--- src/rtl/glitch_pkg.sv ---
// Shared definitions for the glitcher host interface: opcodes, reply bytes,
// register addresses and the controller state encodings.
package glitch_pkg;

  localparam logic [7:0] OP_WRITE = 8'h01;
  localparam logic [7:0] OP_READ  = 8'h02;
  localparam logic [7:0] OP_ARM   = 8'h03;

  localparam logic [7:0] DEFAULT_ACK_BYTE = 8'h06;
  localparam logic [7:0] DEFAULT_NAK_BYTE = 8'h15;

  localparam logic [1:0] REG_DELAY = 2'd0;
  localparam logic [1:0] REG_WIDTH = 2'd1;
  localparam logic [1:0] REG_COUNT = 2'd2;
  localparam logic [1:0] REG_CTRL  = 2'd3;

  typedef enum logic [2:0] {
    CMD_IDLE,
    CMD_GET_ADDR,
    CMD_GET_DATA,
    CMD_EXEC,
    CMD_TX
  } cmd_state_t;

  typedef enum logic [1:0] {
    TX_IDLE,
    TX_LOAD,
    TX_WAIT_START,
    TX_WAIT_DONE
  } tx_state_t;

endpackage

--- src/rtl/uart_tx_seq.sv ---
// Sends a 1- or 4-byte reply word LSB first through the UART transmitter,
// one start strobe per byte, and pulses done after the last byte completes.
module uart_tx_seq
  import glitch_pkg::*;
(
  input  logic        clk,
  input  logic        rst,
  input  logic        start,
  input  logic [31:0] word,
  input  logic [2:0]  len,
  input  logic        tx_busy,
  output logic        tx_start,
  output logic [7:0]  tx_data,
  output logic        done
);

  tx_state_t   state, state_nxt;
  logic [31:0] word_q;
  logic [1:0]  byte_cnt;
  logic [1:0]  last_idx;
  logic        last;

  assign last = (byte_cnt == last_idx);

  // NOTE: sequential state always uses non-blocking assignments so every flop samples pre-edge values.
  always_ff @(posedge clk) begin
    if (rst) state <= TX_IDLE;
    else     state <= state_nxt;
  end

  // NOTE: every combinational output gets a default first, so no path can infer a latch.
  always_comb begin
    state_nxt = state;
    tx_start  = 1'b0;
    done      = 1'b0;
    unique case (state)
      TX_IDLE:       if (start) state_nxt = TX_LOAD;
      TX_LOAD: begin
        tx_start  = 1'b1;
        state_nxt = TX_WAIT_START;
      end
      // busy rises one cycle after the strobe, so it is only looked at from here on
      TX_WAIT_START: if (tx_busy) state_nxt = TX_WAIT_DONE;
      TX_WAIT_DONE: begin
        if (!tx_busy) begin
          if (last) begin
            done      = 1'b1;
            state_nxt = TX_IDLE;
          end else begin
            state_nxt = TX_LOAD;
          end
        end
      end
      default:       state_nxt = TX_IDLE;
    endcase
  end

  always_ff @(posedge clk) begin
    if (rst) begin
      word_q   <= '0;
      byte_cnt <= '0;
      last_idx <= '0;
      tx_data  <= '0;
    end else if (state == TX_IDLE && start) begin
      word_q   <= word;
      byte_cnt <= '0;
      last_idx <= (len == 3'd4) ? 2'd3 : 2'd0;
      tx_data  <= word[7:0];
    end else if (state == TX_WAIT_DONE && !tx_busy && !last) begin
      // tx_data stays put for the whole byte and only advances between bytes
      word_q   <= {8'd0, word_q[31:8]};
      byte_cnt <= byte_cnt + 2'd1;
      tx_data  <= word_q[15:8];
    end
  end

endmodule

--- src/rtl/uart_cmd_ctrl.sv ---
// Host command parser for the glitcher: decodes WRITE/READ/ARM byte commands,
// owns the four configuration registers and hands replies to uart_tx_seq.
module uart_cmd_ctrl
  import glitch_pkg::*;
#(
  parameter int unsigned TIMEOUT_CYCLES = 1200000,
  parameter logic [7:0]  ACK_BYTE       = DEFAULT_ACK_BYTE,
  parameter logic [7:0]  NAK_BYTE       = DEFAULT_NAK_BYTE
) (
  input  logic        clk,
  input  logic        rst,
  input  logic        rx_valid,
  input  logic [7:0]  rx_data,
  input  logic        rx_error,
  output logic        tx_start,
  output logic [7:0]  tx_data,
  input  logic        tx_busy,
  input  logic        glitch_busy,
  output logic        arm,
  output logic [31:0] cfg_delay,
  output logic [31:0] cfg_width,
  output logic [31:0] cfg_count,
  output logic [31:0] cfg_ctrl
);

  localparam logic [20:0] TIMEOUT_LIMIT = 21'(TIMEOUT_CYCLES);

  cmd_state_t  state, state_nxt;
  logic [7:0]  opcode;
  logic [7:0]  addr;
  logic [31:0] data_asm;
  logic [1:0]  byte_cnt;
  logic        abort;
  logic [20:0] idle_cnt;
  logic [31:0] regs [4];

  logic        byte_in;
  logic        addr_ok;
  logic        timeout;
  logic        wr_en;
  logic [31:0] reply_word;
  logic [2:0]  reply_len;
  logic        tx_done;

  // a framing error in the same cycle as a byte discards the byte
  assign byte_in = rx_valid && !rx_error;
  assign addr_ok = (addr < 8'd4);
  assign timeout = (idle_cnt == TIMEOUT_LIMIT);

  always_ff @(posedge clk) begin
    if (rst) state <= CMD_IDLE;
    else     state <= state_nxt;
  end

  always_comb begin
    state_nxt = state;
    case (state)
      CMD_IDLE:
        if (byte_in)
          state_nxt = (rx_data == OP_WRITE || rx_data == OP_READ) ? CMD_GET_ADDR : CMD_EXEC;
      CMD_GET_ADDR:
        if (rx_error)      state_nxt = CMD_EXEC;
        else if (rx_valid) state_nxt = (opcode == OP_WRITE) ? CMD_GET_DATA : CMD_EXEC;
        else if (timeout)  state_nxt = CMD_IDLE;
      CMD_GET_DATA:
        if (rx_error)      state_nxt = CMD_EXEC;
        else if (rx_valid) state_nxt = (byte_cnt == 2'd3) ? CMD_EXEC : CMD_GET_DATA;
        else if (timeout)  state_nxt = CMD_IDLE;
      CMD_EXEC:            state_nxt = CMD_TX;
      CMD_TX:              if (tx_done) state_nxt = CMD_IDLE;
      default:             state_nxt = CMD_IDLE;
    endcase
  end

  // Reply selection and side effects, all confined to the single EXEC cycle.
  always_comb begin
    reply_word = {24'd0, NAK_BYTE};
    reply_len  = 3'd1;
    arm        = 1'b0;
    wr_en      = 1'b0;
    if (state == CMD_EXEC && !abort) begin
      case (opcode)
        OP_WRITE: if (addr_ok) begin
          wr_en      = 1'b1;
          reply_word = {24'd0, ACK_BYTE};
        end
        OP_READ: if (addr_ok) begin
          reply_word = regs[addr[1:0]];
          reply_len  = 3'd4;
        end
        OP_ARM: if (!glitch_busy) begin
          arm        = 1'b1;
          reply_word = {24'd0, ACK_BYTE};
        end
        default: ;
      endcase
    end
  end

  always_ff @(posedge clk) begin
    if (rst) begin
      opcode   <= '0;
      addr     <= '0;
      data_asm <= '0;
      byte_cnt <= '0;
      abort    <= 1'b0;
    end else begin
      case (state)
        CMD_IDLE: begin
          abort    <= 1'b0;
          byte_cnt <= '0;
          if (byte_in) opcode <= rx_data;
        end
        CMD_GET_ADDR: begin
          if (rx_error)      abort <= 1'b1;
          else if (rx_valid) addr  <= rx_data;
        end
        CMD_GET_DATA: begin
          if (rx_error) begin
            abort <= 1'b1;
          end else if (rx_valid) begin
            data_asm <= {rx_data, data_asm[31:8]};
            byte_cnt <= byte_cnt + 2'd1;
          end
        end
        default: ;
      endcase
    end
  end

  // Inter-byte watchdog: only counts while a command is partially received.
  always_ff @(posedge clk) begin
    if (rst)
      idle_cnt <= '0;
    else if ((state == CMD_GET_ADDR || state == CMD_GET_DATA) && !rx_valid)
      idle_cnt <= idle_cnt + 21'd1;
    else
      idle_cnt <= '0;
  end

  // NOTE: this small register file is reset because it drives outputs that must come up at zero; it is flops, not a RAM.
  always_ff @(posedge clk) begin
    if (rst) begin
      for (int i = 0; i < 4; i++) regs[i] <= '0;
    end else if (wr_en) begin
      regs[addr[1:0]] <= data_asm;
    end
  end

  assign cfg_delay = regs[REG_DELAY];
  assign cfg_width = regs[REG_WIDTH];
  assign cfg_count = regs[REG_COUNT];
  assign cfg_ctrl  = regs[REG_CTRL];

  uart_tx_seq u_tx_seq (
    .clk      (clk),
    .rst      (rst),
    .start    (state == CMD_EXEC),
    .word     (reply_word),
    .len      (reply_len),
    .tx_busy  (tx_busy),
    .tx_start (tx_start),
    .tx_data  (tx_data),
    .done     (tx_done)
  );

endmodule

--- config.mk ---
export PLATFORM = sky130hd
export DESIGN_NAME = uart_cmd_ctrl
export DESIGN_NICKNAME = d
export VERILOG_FILES = /design/src/rtl/glitch_pkg.sv /design/src/rtl/uart_tx_seq.sv /design/src/rtl/uart_cmd_ctrl.sv
export SDC_FILE = /design/constraint.sdc
export NUM_CORES = 1
export LEC_CHECK = 0
export CAP_MARGIN = 20
export CORE_ASPECT_RATIO = 1.2
export CORE_MARGIN = 5
export CORE_UTILIZATION = 45
export CTS_CLUSTER_DIAMETER = 40
export DETAILED_ROUTE_END_ITERATION = 10
export GPL_TIMING_DRIVEN = 0
export PLACE_DENSITY = 0.7
export SYNTH_ARGS = -nofsm -noshare
export SYNTH_HDL_FRONTEND = slang
export SYNTH_SLANG_ARGS = --single-unit
--- constraint.sdc ---
create_clock -name clk -period 2.7 [get_ports clk]
set_input_delay 0.54 -clock clk [delete_from_list [all_inputs] [get_ports clk]]
set_output_delay 0.54 -clock clk [all_outputs]
set_load 0.1 [all_outputs]
==> impl_summary.log <==
[metrics] run status: finished, final reports clean
[metrics] buffer levels on the longest clock path: 3
[metrics] H-tree depth: 1
[metrics] share of the yosys chip area belonging to registers: around 57%
[metrics] number of core rows: 61
[metrics] Total Wirelength: 30,300 um
[metrics] final antenna diode count: 0
[metrics] cell count after synthesis: around 910
[metrics] die area: 26,900 um^2
[metrics] sequence of cells on the critical path: clkdlybuf4s50_1
[metrics] Ports: between 150 and 200
[metrics] via count of the first global-routing pass: between 7k and 8k
[metrics] synthesis warning total: 0
[metrics] post-synthesis cell area: roughly 11,000 um^2
[metrics] Least-Margin Pin Slew: around 1.1 ns
[metrics] fin cells: between 1k and 1.5k
[metrics] final number of setup-violating endpoints: 0
[metrics] highest ir drop seen on vdd: roughly 0.54 mV
[metrics] horizontal die dimension: 150 um
[metrics] Period Utilization, post-route: between 90% and 100%
[metrics] Final WS setup: around 0.022 ns
[metrics] launching element type of the critical path: register
[metrics] Synth async-reset ratio: 0%
[metrics] Worst Hold Class: register to register
[metrics] register bit count reported by yosys: 242
[metrics] wire length of the first global-routing pass: 46,000 um
[metrics] number of synthesized flops with an enable pin: 128
[metrics] CP arrival: 2.14 ns
[metrics] number of maximum-capacitance constraint violations: 0
[metrics] Detail Route Antenna Nets: 0
[metrics] clock-pin slew on the worst setup and hold paths: 0.06 ns
[metrics] total power per unit cell area: 728 nW/um^2
[metrics] count of final hold-check violations: 0
[metrics] Chip Height: ~180 um
[metrics] Crit Path Category: register to primary output
[metrics] number of nets produced by synthesis: slightly above 900
[metrics] Unique masters post-synth: 65
[metrics] required time of the critical path: ~2.2 ns
[metrics] worst-case clock skew: 0.0120 ns
[metrics] synthesized area per cell: 11.7 um^2
[metrics] Leakage: between 0.004 and 0.005 uW
[metrics] Via density: 5.44
[metrics] fraction of final layout cells with drive strength greater than 1: 12.9%
[metrics] Min Hold Slack: 0.461 ns
[metrics] nature of the critical path endpoint: primary output
[metrics] clock sink count: ~240
[metrics] top fanout value on the critical path: 2
[metrics] clock tree from TritonCTS: done
[metrics] largest net degree at the start of global routing: 33
[metrics] first-pass detailed-route iteration total: 5
[metrics] fill cell count: about 1.9k
[metrics] sum of overflow across all layers after global routing: 0
[metrics] Top Family by Delay on Critical Path: buffers and inverters
[metrics] Num CTS Buffers: 31
[metrics] DRC viols: 0
[metrics] area of the placeable core: between 20,000 and 25,000 um^2
[metrics] Max stage delay on crit path: approximately 1.2 ns
[metrics] DR iter-0 viols: 536
[metrics] initial antenna violation count: 0
[metrics] starting density of the core: between 40 and 50%
[metrics] Max-Slew Margin vs Limit: around a quarter
[metrics] Register Area: roughly 6000 um^2
[metrics] global routing usage summed across all routing layers: 22.5%
[metrics] DPL Wire Length: between 20,000 and 25,000 um
[metrics] total number of vias: around 8k
[metrics] per-cell routed wire length: 21.1 um
[metrics] minimum period implied by the final worst setup slack: between 2 and 3 ns
[metrics] buffer and inverter count on the worst path: 1
[metrics] worst-skew pair later-pin latency: approximately 0.55 ns
[metrics] pre-CTS WS: -0.485 ns
[metrics] Post-Route Setup TNS: 0 ns
[metrics] cell type of the slowest stage on the worst timing path: clkdlybuf4s50_1
[metrics] Max Clock Freq: roughly 370 MHz
[metrics] Syn-to-layout area delta: 27.4%
[metrics] flip-flop cell with the highest count after synthesis: edfxtp_1
[metrics] RePlAce Congestion: 0.811
[metrics] Final nets: roughly 1.1k
[metrics] Post-CTS Repair Setup Buffers: 0
[metrics] number of pins exceeding their max-slew limit in the final report: 0
[metrics] cell count after placement: ~1.4k
[metrics] multi-input combinational cell area: around 4000 um^2
[metrics] CTS root buffer: clkbuf_16
[metrics] IO Port Bufs: 150
[metrics] RSZ-0062 raised after global routing: false
==> sequential cells by signal, indices dropped and copies added, names as in the netlist, named ones only <==
register / count
regs: 128
data_asm: 32
u_tx_seq.word_q: 32
idle_cnt: 21
addr: 8
opcode: 8
state: 3
byte_cnt: 2
u_tx_seq.byte_cnt: 2
u_tx_seq.state: 2
abort: 1
u_tx_seq.last_idx: 1
==> power breakdown <==
group / total [uW] / leakage (uW) / switching (uW) / internal, uW
Sequential: 4140 / 0.00224 / 126 / 4010
Clock: 4000 / 0.000480 / 1590 / 2410
Combinational: 1740 / 0.00208 / 1260 / 484
==> synth_stat cells, types with 2 or more instances <==
cell	count	area share [%]
buf_6	3	0.32
o22ai_1	20	1.2
and3b_1	2	0.16
xnor2_1	8	0.66
dfxtp_1	114	21
edfxtp_1	128	36
and3_1	4	0.23
inv_1	32	1.1
nand3_2	2	0.19
buf_2	17	0.80
and2_1	130	7.6
o31ai_1	3	0.21
or4_1	6	0.42
a21oi_1	59	2.8
a31oi_1	2	0.12
nand2b_1	7	0.41
a22o_1	2	0.16
ha_1	8	0.94
clkbuf_1	21	0.74
nand3_1	29	1.4
and4b_1	2	0.19
nor4_4	3	0.60
nand3b_1	5	0.35
a221oi_1	4	0.33
a211oi_1	5	0.35
nor3_1	8	0.38
and4_1	2	0.16
mux4_2	32	6.8
buf_1	2	0.070
nand4_1	5	0.29
xor2_1	5	0.41
nor2_1	37	1.3
nor4_1	8	0.47
nand2_1	94	3.3
buf_4	15	1.1
or3_1	5	0.29
mux2i_1	32	3.0
o21ai_0	9	0.42
nor3b_1	2	0.14
nor2b_1	5	0.29
clkbuf_2	3	0.14
or2_2	6	0.35
==> timing repair <==
item | 4_1_cts | 5_1_grt
gates cloned | 1 | 0
endpoints found under the setup margin | 132 | 3
hold buffers | 0 | 0
resized for setup | 13 | 3
endpoints found under the hold margin | 0 | 0
pin swaps | 1 | 0
==> layout by cell type, fill, tap and decap left out, types with 4 or more instances in the layout <==
cell type | Yosys | final
clkdlybuf4s50_1 | 0 | 144
nand4_1 | 5 | 5
mux4_2 | 32 | 32
a211oi_1 | 5 | 5
dfxtp_1 | 114 | 114
buf_2 | 17 | 17
nor2b_1 | 5 | 5
o21ai_0 | 9 | 9
clkbuf_1 | 21 | 28
clkinvlp_4 | 0 | 4
or4_1 | 6 | 6
buf_4 | 15 | 15
nor4_1 | 8 | 8
mux2i_1 | 32 | 32
nand2b_1 | 7 | 7
inv_1 | 32 | 32
nand3b_1 | 5 | 5
nor3_1 | 8 | 8
clkbuf_16 | 0 | 31
and3_1 | 4 | 4
clkinv_2 | 0 | 4
xnor2_1 | 8 | 8
a221oi_1 | 4 | 4
nand2_1 | 94 | 94
nor2_1 | 37 | 37
or2_4 | 0 | 4
or3_1 | 5 | 5
a21oi_1 | 59 | 59
o22ai_1 | 20 | 20
nand3_1 | 29 | 29
xor2_1 | 5 | 5
ha_1 | 8 | 8
edfxtp_1 | 128 | 128
and2_1 | 130 | 130
==> worst reg2reg max path: stages, from the launching register on <==
cell	delay [ns]
dfxtp_1	0.33
nor4_4	0.47
and4_1	0.25
buf_2	0.17
and3_1	0.42
or2_4	0.59
==> through the flow <==
stage,power (uW),area (um^2),util (%)
6_report,9880,13600,58.3
5_1_grt,10200,13600,58.3
2_1_floorplan,5490,10700,-
3_5_place_dp,5940,12500,53.9
3_3_place_gp,5930,12500,53.9
4_1_cts,9920,13600,58.3
==> worst paths after layout <==
| path | from | to | slack, ns | cells past startpoint |
|---|---|---|---|---|
| hold reg to reg | u_tx_seq.word_q[29] | u_tx_seq.word_q[29] | 0.46 | 2 |
| setup reg to reg | addr[6] | regs[2][19] | 0.08 | 5 |
| setup / recovery | regs[0][5] | cfg_delay[5] | 0.02 | 1 |
| hold / removal | u_tx_seq.word_q[29] | u_tx_seq.word_q[29] | 0.46 | 2 |
==> layer usage <==
| layer | vias up | part of all wire [%] | track usage, % |
|---|---|---|---|
| met5 | - | 0 | 0 |
| met4 | 0 | 3.0 | 7.55 |
| met3 | 62 | 7.4 | 4.37 |
| met2 | 288 | 50 | 38.4 |
| met1 | 3815 | 39 | 28.7 |
| li1 | 3622 | - | - |
==> layout make-up <==
type | count | area share, %
sequential | 242 | 45.1
multi-input combinational | 575 | 30.2
timing repair buffer | 150 | 11.0
clock buffer | 38 | 5.91
tap | 315 | 2.90
buffer | 61 | 2.45
clock inverter | 19 | 1.49
inverter | 32 | 0.885
==> kinds of logic after synthesis <==
group	after synthesis	share of synthesized area [%]
flops	242	57.5
mux	64	9.77
compound gates	113	6.29
buf+inv	93	4.25
simple gates	376	20.2
xor+xnor	13	1.07
fa+ha+maj	8	0.940
(Power assumes the default switching activity.)
